`src/rtl/fir_pkg.sv`:
```
// Shared types for the FIR coefficient path: loader FSM state encoding.
package fir_pkg;

    typedef enum logic [1:0] {
        IDLE    = 2'd0,
        LOAD    = 2'd1,
        DISCARD = 2'd2,
        COMMIT  = 2'd3
    } loader_state_t;

endpackage

```
`src/rtl/coef_ram.sv`:
```
// Simple dual-port coefficient RAM: one write port, one registered read-first read port.
module coef_ram #(
    parameter int DATA_WIDTH = 16,
    parameter int ADDR_WIDTH = 5
) (
    input  logic                  clk_i,
    input  logic                  rst_i,
    input  logic                  wr_en_i,
    input  logic [ADDR_WIDTH-1:0] wr_addr_i,
    input  logic [DATA_WIDTH-1:0] wr_data_i,
    input  logic [ADDR_WIDTH-1:0] rd_addr_i,
    output logic [DATA_WIDTH-1:0] rd_data_o
);

    localparam int DEPTH = 1 << ADDR_WIDTH;

    // Zero at configuration; reset never touches the array, only the read register.
    logic [DATA_WIDTH-1:0] mem [DEPTH] = '{default: '0};

    always_ff @(posedge clk_i) begin
        if (wr_en_i) begin
            mem[wr_addr_i] <= wr_data_i;
        end
    end

    // The read samples the pre-edge array, so a same-address write returns the old word.
    always_ff @(posedge clk_i or posedge rst_i) begin
        if (rst_i) begin
            rd_data_o <= '0;
        end else begin
            rd_data_o <= mem[rd_addr_i];
        end
    end

endmodule

```
`src/rtl/coef_loader.sv`:
```
// Run-time FIR coefficient loader: framed stream in, ROM-style registered read port out.
// Define COEF_SHADOW_EN for a double-buffered (shadow bank) coefficient set.
module coef_loader
    import fir_pkg::*;
#(
    parameter int DATA_WIDTH = 16,
    parameter int ADDR_WIDTH = 5,
    parameter int NUM_COEF   = 32
) (
    input  logic                  clk_i,
    input  logic                  rst_i,
    input  logic                  s_valid_i,
    output logic                  s_ready_o,
    input  logic [DATA_WIDTH-1:0] s_data_i,
    input  logic                  s_last_i,
    input  logic [ADDR_WIDTH-1:0] rd_addr_i,
    output logic [DATA_WIDTH-1:0] rd_data_o,
    output logic                  busy_o,
    output logic                  done_o,
    output logic                  err_o,
    output loader_state_t         state_o
);

    // Stream handshake: a beat transfers on a rising edge where s_valid_i && s_ready_o;
    // s_ready_o drops only while committing, and data/last are sampled with the beat.

    localparam logic [ADDR_WIDTH-1:0] LAST_IDX = ADDR_WIDTH'(NUM_COEF - 1);

    loader_state_t         state;
    loader_state_t         state_next;
    logic [ADDR_WIDTH-1:0] wr_cnt;
    logic [ADDR_WIDTH-1:0] wr_cnt_next;
    logic                  err_next;
    logic                  wr_en;
    logic                  accept;
    logic                  at_end;

    assign s_ready_o = (state != COMMIT);
    assign accept    = s_valid_i && s_ready_o;
    assign at_end    = (wr_cnt == LAST_IDX);
    assign busy_o    = (state != IDLE);
    assign done_o    = (state == COMMIT);
    assign state_o   = state;

    always_ff @(posedge clk_i or posedge rst_i) begin
        if (rst_i) begin
            state  <= IDLE;
            wr_cnt <= '0;
            err_o  <= 1'b0;
        end else begin
            state  <= state_next;
            wr_cnt <= wr_cnt_next;
            err_o  <= err_next;
        end
    end

    always_comb begin
        state_next  = state;
        wr_cnt_next = wr_cnt;
        err_next    = err_o;
        wr_en       = 1'b0;
        case (state)
            IDLE, LOAD: begin
                if (accept) begin
                    wr_en = 1'b1;
                    // A new frame starts clean; a length fault on this same beat still wins.
                    if (state == IDLE) begin
                        err_next = 1'b0;
                    end
                    if (s_last_i && at_end) begin
                        state_next  = COMMIT;
                        wr_cnt_next = '0;
                    end else if (s_last_i) begin
                        err_next    = 1'b1;
                        state_next  = IDLE;
                        wr_cnt_next = '0;
                    end else if (at_end) begin
                        err_next    = 1'b1;
                        state_next  = DISCARD;
                        wr_cnt_next = '0;
                    end else begin
                        state_next  = LOAD;
                        wr_cnt_next = wr_cnt + 1'b1;
                    end
                end
            end
            DISCARD: begin
                if (accept && s_last_i) begin
                    state_next = IDLE;
                end
            end
            COMMIT: begin
                state_next = IDLE;
            end
            default: begin
                state_next  = IDLE;
                wr_cnt_next = '0;
            end
        endcase
    end

`ifdef COEF_SHADOW_EN
    logic active;

    // The swap happens on the edge leaving COMMIT; that edge's read still uses the old bank.
    always_ff @(posedge clk_i or posedge rst_i) begin
        if (rst_i) begin
            active <= 1'b0;
        end else if (state == COMMIT) begin
            active <= ~active;
        end
    end

    coef_ram #(
        .DATA_WIDTH (DATA_WIDTH),
        .ADDR_WIDTH (ADDR_WIDTH + 1)
    ) u_ram (
        .clk_i     (clk_i),
        .rst_i     (rst_i),
        .wr_en_i   (wr_en),
        .wr_addr_i ({~active, wr_cnt}),
        .wr_data_i (s_data_i),
        .rd_addr_i ({active, rd_addr_i}),
        .rd_data_o (rd_data_o)
    );
`else
    coef_ram #(
        .DATA_WIDTH (DATA_WIDTH),
        .ADDR_WIDTH (ADDR_WIDTH)
    ) u_ram (
        .clk_i     (clk_i),
        .rst_i     (rst_i),
        .wr_en_i   (wr_en),
        .wr_addr_i (wr_cnt),
        .wr_data_i (s_data_i),
        .rd_addr_i (rd_addr_i),
        .rd_data_o (rd_data_o)
    );
`endif

endmodule

```
`config.mk`:
```
export PLATFORM = sky130hd
export DESIGN_NAME = coef_loader
export DESIGN_NICKNAME = d
export VERILOG_FILES = /design/src/rtl/fir_pkg.sv /design/src/rtl/coef_ram.sv /design/src/rtl/coef_loader.sv
export SDC_FILE = /design/constraint.sdc
export NUM_CORES = 1
export LEC_CHECK = 0
export ABC_AREA = 0
export CORE_MARGIN = 2
export CORE_UTILIZATION = 45
export DETAILED_ROUTE_END_ITERATION = 6
export PLACE_DENSITY = 0.61
export SKIP_CTS_REPAIR_TIMING = 1
export SYNTH_ARGS = -nofsm -noshare
export SYNTH_HDL_FRONTEND = slang
export SYNTH_SLANG_ARGS = --single-unit
```
`constraint.sdc`:
```
create_clock -name clk_i -period 2.7 [get_ports clk_i]
set_input_delay 0.27 -clock clk_i [delete_from_list [all_inputs] [get_ports clk_i]]
set_output_delay 0.27 -clock clk_i [all_outputs]
set_load 0.05 [all_outputs]
```
### After elaboration in Yosys (flattened, before gate mapping)

Memories as Yosys holds them, arrays and structs flattened. A register that Yosys moved wholly into a read port is not among the register bits.
Index checks and enable logic that the tools add are counted.

* input port bits: 25
* RAM bits: 512
* memories kept: 1
* word-level logic and storage cells: 37
* flip-flop bits (word level): 8

Memory list
* u_ram.mem: words 32, bits a word 16, rd ports 1, clocked after memory_dff 1, write ports 1, RTL line coef_ram.sv:18 `logic [DATA_WIDTH-1:0] mem [DEPTH] = '{default: '0};`

* reductions and logical operators: 8
* muxes and demuxes: 17
* add/sub/neg operators: 1
* equal/unequal tests: 7

Operators with widths (number)
* 5-bit two-way mux: 3
* 2-bit two-way mux: 5
* 1-bit two-way mux: 8
* 2-bit inequality test (second input constant): 3
* 2-bit one-hot mux with 3 select lines: 1
* 5-bit by 1-bit adder with 5-bit output (second input constant): 1
* 5-bit equality test (second input constant): 1
* 2-bit equality test (second input constant): 2
* 2-bit AND reduction: 2
* 1-bit logical AND: 3
* 2-bit by 1-bit equality test with 1-bit output (second input constant): 1
* 2-bit logical NOT: 1
* 2-bit nonzero test: 1
* 2-bit OR reduction: 1

### Logic depth before layout (Yosys ltp)

Gate-level depths: netlist of run 1.

* depth after elaboration: 6
* depth in mapped cells: 8
* depth with buffers taken out: 7

### Cells and area by module

A second synthesis of run 1 with hierarchy kept.

* cell total of the unflattened synthesis: 1190
* area, all modules: 21099.0 sq um

By module, submodules not included
* coef_ram: area each 20619.8 sq um, cells an instance 1144, instances 1
* coef_loader: area each 479.2 sq um, cells an instance 46, instances 1

### Worst setup path before layout of run 1

OpenSTA, ideal clock, no wires.

* kind: reg-to-reg
* from: register state[1], in the netlist state_o[1]
* to: memory u_ram.mem[12][0] (enable)
* data arrival time: 1.823 ns
* path buffers: 0
* setup slack: 0.489 ns
* cell stages (with the launch flop): 4
* period minus slack after synthesis: 2.211 ns
* path through: dfrtp_1 nor2b_1 nand2_1 nor2_1

* word-level cells in the longest chain between the ends: 6
* elaborated cells between the ends (all ways): 9

RTL lines
* from (decl): RTL line coef_loader.sv:29 `loader_state_t state;`
* from (signal assigned): RTL line coef_loader.sv:51 `state <= state_next;`
* 2-bit inequality test: RTL line coef_loader.sv:38 `assign s_ready_o = (state != COMMIT);`
* 1-bit logical AND: RTL line coef_loader.sv:39 `assign accept = s_valid_i && s_ready_o;`
* 1-bit two-way mux: RTL line coef_loader.sv:64 `if (accept) begin`
* 1-bit two-way mux (*): RTL line coef_loader.sv:62 `case (state)`
* 1-bit two-way mux (*): RTL line coef_ram.sv:21 `if (wr_en_i) begin`
* 1-bit two-way mux (not written as such) (*): RTL line coef_ram.sv:22 `mem[wr_addr_i] <= wr_data_i;`
* to (decl): RTL line coef_ram.sv:18

Mark *: on every way between the ends. The rest lies on a longest branch, timed or not.

### Worst setup path in the final report of run 1

* from: register state[1], in the netlist state_o[1]
* to: output port busy_o

* word-level cells in the longest chain between the ends: 1

RTL lines
* 2-bit nonzero test: RTL line coef_loader.sv:41 `assign busy_o = (state != IDLE);`
* to (decl): RTL line coef_loader.sv:18 `output logic busy_o,`

No other way between the ends.

==> results.py, run 1 <==
metrics = {
    "route": {
        "antenna_left": 0,
        "num_vias": 10957,
        "drc": 0,
        "drtIter0Drc": 1088,
        "drt_pass1_iterations": 5,
        "viasPerCell": 5.570,
        "postRouteWirelength_um": 47390,
        "wl_per_cell_um": 24.09,
    },
    "sta": {
        "timing.final.crit_share_pct": 85.02,
        "drv_slew": 0,
        "rsz0062_at_grt": "false",
        "setup_viol": 0,
        "finalSetupTns_ns": 0,
        "maxSlewHeadroom_pct": 51.68,
        "max_freq_mhz": 435.6,
        "hold_viol": 0,
        "clock_skew_ns": 0.02709,
        "layout_setup_ws_ns": 0.4043,
        "tightest_slew_ns": 0.7247,
        "min_period_ns": 2.296,
    },
    "cts": {
        "cts_buffers": 53,
        "clockBufferDepth": 3,
        "cts_tree": "built",
        "clock_latency_ns": 0.60,
        "clk_pin_slew_ns": 0.06,
        "root_buffer": "clkbuf_16",
        "clock_sinks": 536,
        "htree_levels": 2,
    },
    "floorplanning": {
        "die_w_um": 220.4,
        "rows": 79,
        "num_io_pins": 47,
        "die_area_sq_um": 48580,
        "start_util_pct": 45.46,
        "fp.coreArea_sq_um": 46360,
        "fp.dieH_um": 220.4,
    },
    "power": {
        "power_density_nw_per_um2": 733.0,
        "pwr-share-comb_pct": 6.4,
        "seq_power_share_pct": 51.7,
        "swShare_pct": 21.78,
        "leakage_nw": 8.657,
        "power_frac_clock_pct": 41.8,
        "p_switching_w": 0.003901,
        "intPower_w": 0.01401,
        "peakVddDrop_v": 0.0005206,
    },
    "worst_setup_path": {
        "crit_required_ns": 2.43,
        "critPathMaxFanout": 7,
        "arrival_ns": 2.03,
        "end_kind": "output pin",
        "crit_type": "reg2out",
        "critPathLaunchType": "register",
    },
    "global_route": {
        "grtUsageTotal_pct": 20.01,
        "grt_max_degree": 65,
        "grt_pass1_wl_um": 70350,
        "grt_overflow": 0,
        "antenna_found_initial": 0,
        "grt_pass1_vias": 10958,
    },
    "yosys": {
        "yosys.area_share.simple_pct": 3.770,
        "yosysTopAreaCell": "edfxtp_1",
        "synth_xor_area_share_pct": 0,
        "ys_seq_area_share_pct": 75.81,
        "synth_most_common_cell": "edfxtp_1",
        "ys_seq_elements": 536,
        "syn_nets": 1227,
        "avgSynthCellArea_sq_um": 17.62,
        "yosysWarnings": 0,
        "synth_fa_ha_area_share_pct": 0.3562,
        "synth_compound_area_share_pct": 5.088,
        "synth.lib_cells_used.distinct": 33,
        "synth_commonest_cells": "edfxtp_1 (512), mux2i_1 (257), a22oi_1 (64)",
        "yosys-top-cells-area": "edfxtp_1 (73%), mux2i_1 (12%), dfrtp_1 (2.8%)",
        "async_flop_share_pct": 4.478,
        "synthFlopType": "edfxtp_1",
        "muxShareOfSynthArea_pct": 12.21,
        "postSynthCellCount": 1196,
        "synth_edf_count": 512,
        "synth_top_area_share_pct": 72.96,
        "synth_top_family_by_area": "multiplexers",
        "netlist_area_sq_um": 21070,
    },
    "outcome": {
        "status": "completed",
    },
    "flow_run": {
        "cap_violations": 0,
    },
    "layout": {
        "diodes": 0,
        "finish.utilization_pct": 52.71,
        "syn_to_final_growth_pct": 15.96,
        "fillCellCount": 3666,
        "layout.nets": 1346,
        "layout-drive-gt1-share_pct": 13.38,
    },
    "placed_design": {
        "portBuffers": 46,
        "pre_cts_slack_ns": 0.1061,
        "gp_congestion": 0.7888,
        "hpwl_um": 27730,
    },
    "min_path": {
        "hp-class": "in2async",
    },
}
-- power by group through the flow --
stage / registers, W / logic, W / clock network [W]
after detailed placement: 0.00944 / 0.00116 / 0
after CTS: 0.00927 / 0.00116 / 0.00762
final: 0.00927 / 0.00115 / 0.00749
after floorplan: 0.00955 / 0.000552 / 0
after global placement: 0.00944 / 0.00115 / 0
after global routing: 0.00927 / 0.00123 / 0.00795
-- through the flow --
stage | power, W | area [sq um] | hold WS (ns) | std cells
final | 0.01791 | 24440 | 0.05967 | 1967
after CTS | 0.01805 | 24440 | 0.05229 | 1967
after floorplan | 0.01010 | 21070 | 0.2846 | 1196
after global routing | 0.01845 | 24440 | 0.1021 | 1967
after detailed placement | 0.01060 | 22650 | 0.5006 | 1867
after global placement | 0.01059 | 22650 | 0.4998 | 1867
-- kinds of logic after synthesis --
group,after synthesis
AOI/OAI and AO/OA,153
adders and majority gates,6
buffers and inverters,75
DFF,536
muxes,257
and+or+nand+nor,169
-- cell type report --
type                    count  area, sq um  share of cell area [%]
clock inverters            29        326.6                   1.336
multi-input cells         585         4548                   18.61
inverters                   7        26.28                  0.1075
well taps                 607        759.5                   3.108
flip-flops and latches    536        15980                   65.37
clock buffers              71         1465                   5.996
repair buffers            132         1336                   5.468
-- routing by layer --
metal	track usage, %	wire, um	up-vias
met5	0	0	-
met2	31.44	22090	343
li1	-	-	4969
met4	6.421	1219	0
met1	28.95	21380	5576
met3	2.900	2700	69
-- cell usage in the layout (no fill, tap or decap), types with 12 or more instances in the layout --
| cell | count |
|---|---|
| edfxtp_1 | 512 |
| mux2i_1 | 257 |
| buf_4 | 68 |
| a22oi_1 | 64 |
| clkbuf_16 | 54 |
| nand2_1 | 45 |
| clkdlybuf4s50_1 | 45 |
| nand3_1 | 40 |
| a21oi_1 | 33 |
| a22o_1 | 32 |
| nor2_1 | 28 |
| dfrtp_1 | 24 |
| buf_12 | 18 |
| nor3_1 | 16 |
| a31oi_1 | 16 |
| nand4_1 | 16 |
| clkbuf_1 | 12 |
| clkinv_2 | 12 |
-- flip-flops by register name (all words and copies together), names as in the netlist --
register         flops
wr_cnt               5
u_ram.rd_data_o     16
state_o              2
err_o                1
u_ram.mem          512
-- worst paths after layout --
check / from / end / slack [ns] / cells after the start
max in group asynchronous: rst_i / u_ram.rd_data_o[11] / 2.33 / 3
min: rst_i / err_o / 0.06 / 3
max reg2reg: state_o[1] / u_ram.mem[22][13] / 0.49 / 4
min reg2reg: err_o / err_o / 0.51 / 2
max: state_o[1] / busy_o / 0.40 / 2
min in group clk_i: rd_addr_i[1] / u_ram.rd_data_o[2] / 0.36 / 5
-- critical path, cell delays in order (launching register included) --
cell and delay (ns):
dfrtp_1 0.45, or2_2 0.30, clkdlybuf4s50_1 0.70
Note: power is estimated with default switching activity, not from simulation.
==> inputs of run 2 (changes only) <==
--- a/config.mk
+++ b/config.mk
@@ -8,8 +8,9 @@
 export ABC_AREA = 0
 export CORE_MARGIN = 2
 export CORE_UTILIZATION = 45
+export CTS_BUF_LIST = sky130_fd_sc_hd__clkbuf_4
+export CTS_CLUSTER_SIZE = 28
 export DETAILED_ROUTE_END_ITERATION = 6
-export PLACE_DENSITY = 0.61
 export SKIP_CTS_REPAIR_TIMING = 1
 export SYNTH_ARGS = -nofsm -noshare
 export SYNTH_HDL_FRONTEND = slang
==> run 2 against run 1 <==
Worst setup slack worse by 0.28 ns. Clock skew increased by 0.020 ns. Combinational power is essentially flat. Clock power fell by 11%. Cell count grew 7.3%. Sequential share of layout area up 0.26 points. Critical endpoint is now s_ready_o. Largest power group unchanged.
==> results.py, run 2 (synthesis results as in run 1) <==
metrics = {
    "min_path": {
        "hp-class": "in2reg",
        "whs_path_depth": 3,
        "hold-path-endpoint": "state_o[0]",
        "hp-start": "s_valid_i",
    },
    "layout": {
        "reg.largest.list": "u_ram.mem: 512 flops, u_ram.rd_data_o: 16 flops, wr_cnt: 5 flops",
        "syn_to_final_growth_pct": 15.51,
        "finalNonFillerCells": 2110,
        "top_register": "u_ram.mem",
        "final_area_sq_um": 24340,
        "layout-drive-gt1-share_pct": 20.96,
        "final_cell_mix": "edfxtp_1 (512), mux2i_1 (257), clkbuf_4 (205), buf_4 (67), a22oi_1 (64)",
        "layout.nets": 1431,
        "largest_register_ffs": 512,
        "mostFrequentLayoutCell": "edfxtp_1",
    },
    "worst_setup_path": {
        "arrival_ns": 2.31,
        "crit_buf_inv": 1,
        "reg2reg_slack_ns": 0.67,
        "crit_slowest_cell": "clkdlybuf4s50_1",
        "cp_cell_sequence": "nand2_1 -> clkdlybuf4s50_1",
        "critPathMaxFanout": 7,
        "critPathLaunchType": "register",
        "r2r_start": "state_o[1]",
        "slowest_delay_ns": 0.80,
        "ff2ff_path_depth": 4,
        "crit_required_ns": 2.43,
        "crit_type": "reg2out",
        "critPathTopFamily": "buffers and inverters",
        "r2r-end": "u_ram.mem[16][12]",
        "end_kind": "output pin",
    },
    "sta": {
        "setup_viol": 0,
        "tightest_slew_ns": 0.6206,
        "max_freq_mhz": 388.3,
        "maxSlewHeadroom_pct": 58.53,
        "drv_slew": 0,
        "hold_viol": 0,
        "timing.final.crit_share_pct": 95.39,
        "min_period_ns": 2.576,
        "rsz0062_at_grt": "false",
        "clock_skew_ns": 0.04734,
    },
    "power": {
        "intPower_w": 0.01316,
        "power_density_nw_per_um2": 701.9,
        "seq_power_share_pct": 54.2,
        "swShare_pct": 22.98,
        "leakage_nw": 8.830,
        "pwr-share-comb_pct": 6.8,
        "peakVddDrop_v": 0.0003160,
        "p_switching_w": 0.003926,
        "power_frac_clock_pct": 39.1,
    },
    "global_route": {
        "busiest_layer": "met2",
        "gr-usage-met3_pct": 5.869,
        "grt_max_degree": 46,
        "use_met1_pct": 27.06,
        "grt_overflow": 0,
        "grt_pass1_vias": 11760,
        "antenna_found_initial": 1,
        "globalRouteMet2Util_pct": 32.05,
        "grt_pass1_wl_um": 71150,
        "grtUsageTotal_pct": 20.39,
    },
    "floorplanning": {
        "num_io_pins": 47,
        "fp.coreArea_sq_um": 46360,
        "die_w_um": 220.4,
        "rows": 79,
        "die_area_sq_um": 48580,
        "start_util_pct": 45.46,
        "fp.dieH_um": 220.4,
    },
    "route": {
        "drtIter0Drc": 851,
        "postRouteWirelength_um": 47870,
        "num_vias": 11390,
        "drc": 0,
        "wl_per_cell_um": 22.69,
        "antenna_left": 0,
        "drt_pass1_iterations": 5,
        "viasPerCell": 5.398,
    },
    "placed_design": {
        "hpwl_um": 27810,
        "portBuffers": 46,
        "dpl.cell_count": 1865,
        "dpl_cell_area_sq_um": 22620,
        "gp_congestion": 0.7791,
    },
    "cts": {
        "clock_latency_ns": 0.95,
        "clockBufferDepth": 3,
        "root_buffer": "clkbuf_4",
        "clock_sinks": 536,
        "htree_levels": 4,
        "clk_pin_slew_ns": 0.06,
        "cts_tree": "built",
        "cts_buffers": 139,
    },
    "flow_run": {
        "cap_violations": 0,
    },
    "outcome": {
        "status": "completed",
    },
}
## run 2: cell types whose count changed in the layout (fill, tap and decap cells not counted), moves of 8 or more
| cell | delta |
|---|---|
| clkinv_1 | +18 |
| inv_2 | +8 |
| clkbuf_4 | +205 |
| clkinv_2 | -11 |
| clkbuf_16 | -54 |
| clkbuf_1 | -12 |
## run 2: worst max path at each step
stage	startpoint	endpoint	slack, ns	depth (start not counted)
2_1_floorplan	state_o[1]	u_ram.mem[12][0]	0.49	3
3_3_place_gp	rd_addr_i[0]	u_ram.rd_data_o[6]	0.15	6
3_5_place_dp	rd_addr_i[0]	u_ram.rd_data_o[6]	0.16	6
4_1_cts	state_o[1]	busy_o	-0.04	2
5_1_grt	state_o[1]	s_ready_o	0.04	2
6_report	state_o[1]	s_ready_o	0.12	2
## run 2: layer usage
metal	vias to the layer above	share of wire, %	routed length, um
li1	5236	-	-
met1	5728	44	21080
met2	366	48	22820
met3	60	6.4	3068
met4	0	1.9	902
met5	-	0	0
## run 2: power groups by stage
stage	combinational [W]	sequential, W	clock [W]
after floorplan	0.000552	0.00955	0
after global placement	0.00115	0.00943	0
after detailed placement	0.00116	0.00944	0
after CTS	0.00116	0.00926	0.00685
after global routing	0.00124	0.00926	0.00729
final	0.00116	0.00926	0.00667
## run 2: stage by stage
stage,power (W),hold slack [ns],utilization (%),worst slack (ns),TNS [ns]
floorplan,0.01010,0.2846,-,0.4887,0
global placement,0.01058,0.5196,48.79,0.1548,0
detailed placement,0.01060,0.5101,48.79,0.1580,0
CTS,0.01728,-0.3234,52.45,-0.03758,-0.04535
global route,0.01779,0.07781,52.49,0.04241,0
finish,0.01709,0.06917,52.51,0.1245,0
## run 2: area by class of cell
class	instances	area, sq um
fillers	3858	22020
flip-flops and latches	536	15980
multi-input cells	585	4551
clock buffers	205	1539
repair buffers	131	1324
well taps	607	759.5
clock inverters	34	155.1
inverters	7	26.28
diodes	5	12.51
## run 2: worst min-delay path, cell delays in order
cell and delay (ns):
clkdlybuf4s50_1 0.47, mux2i_1 0.15, nor2_1 0.08
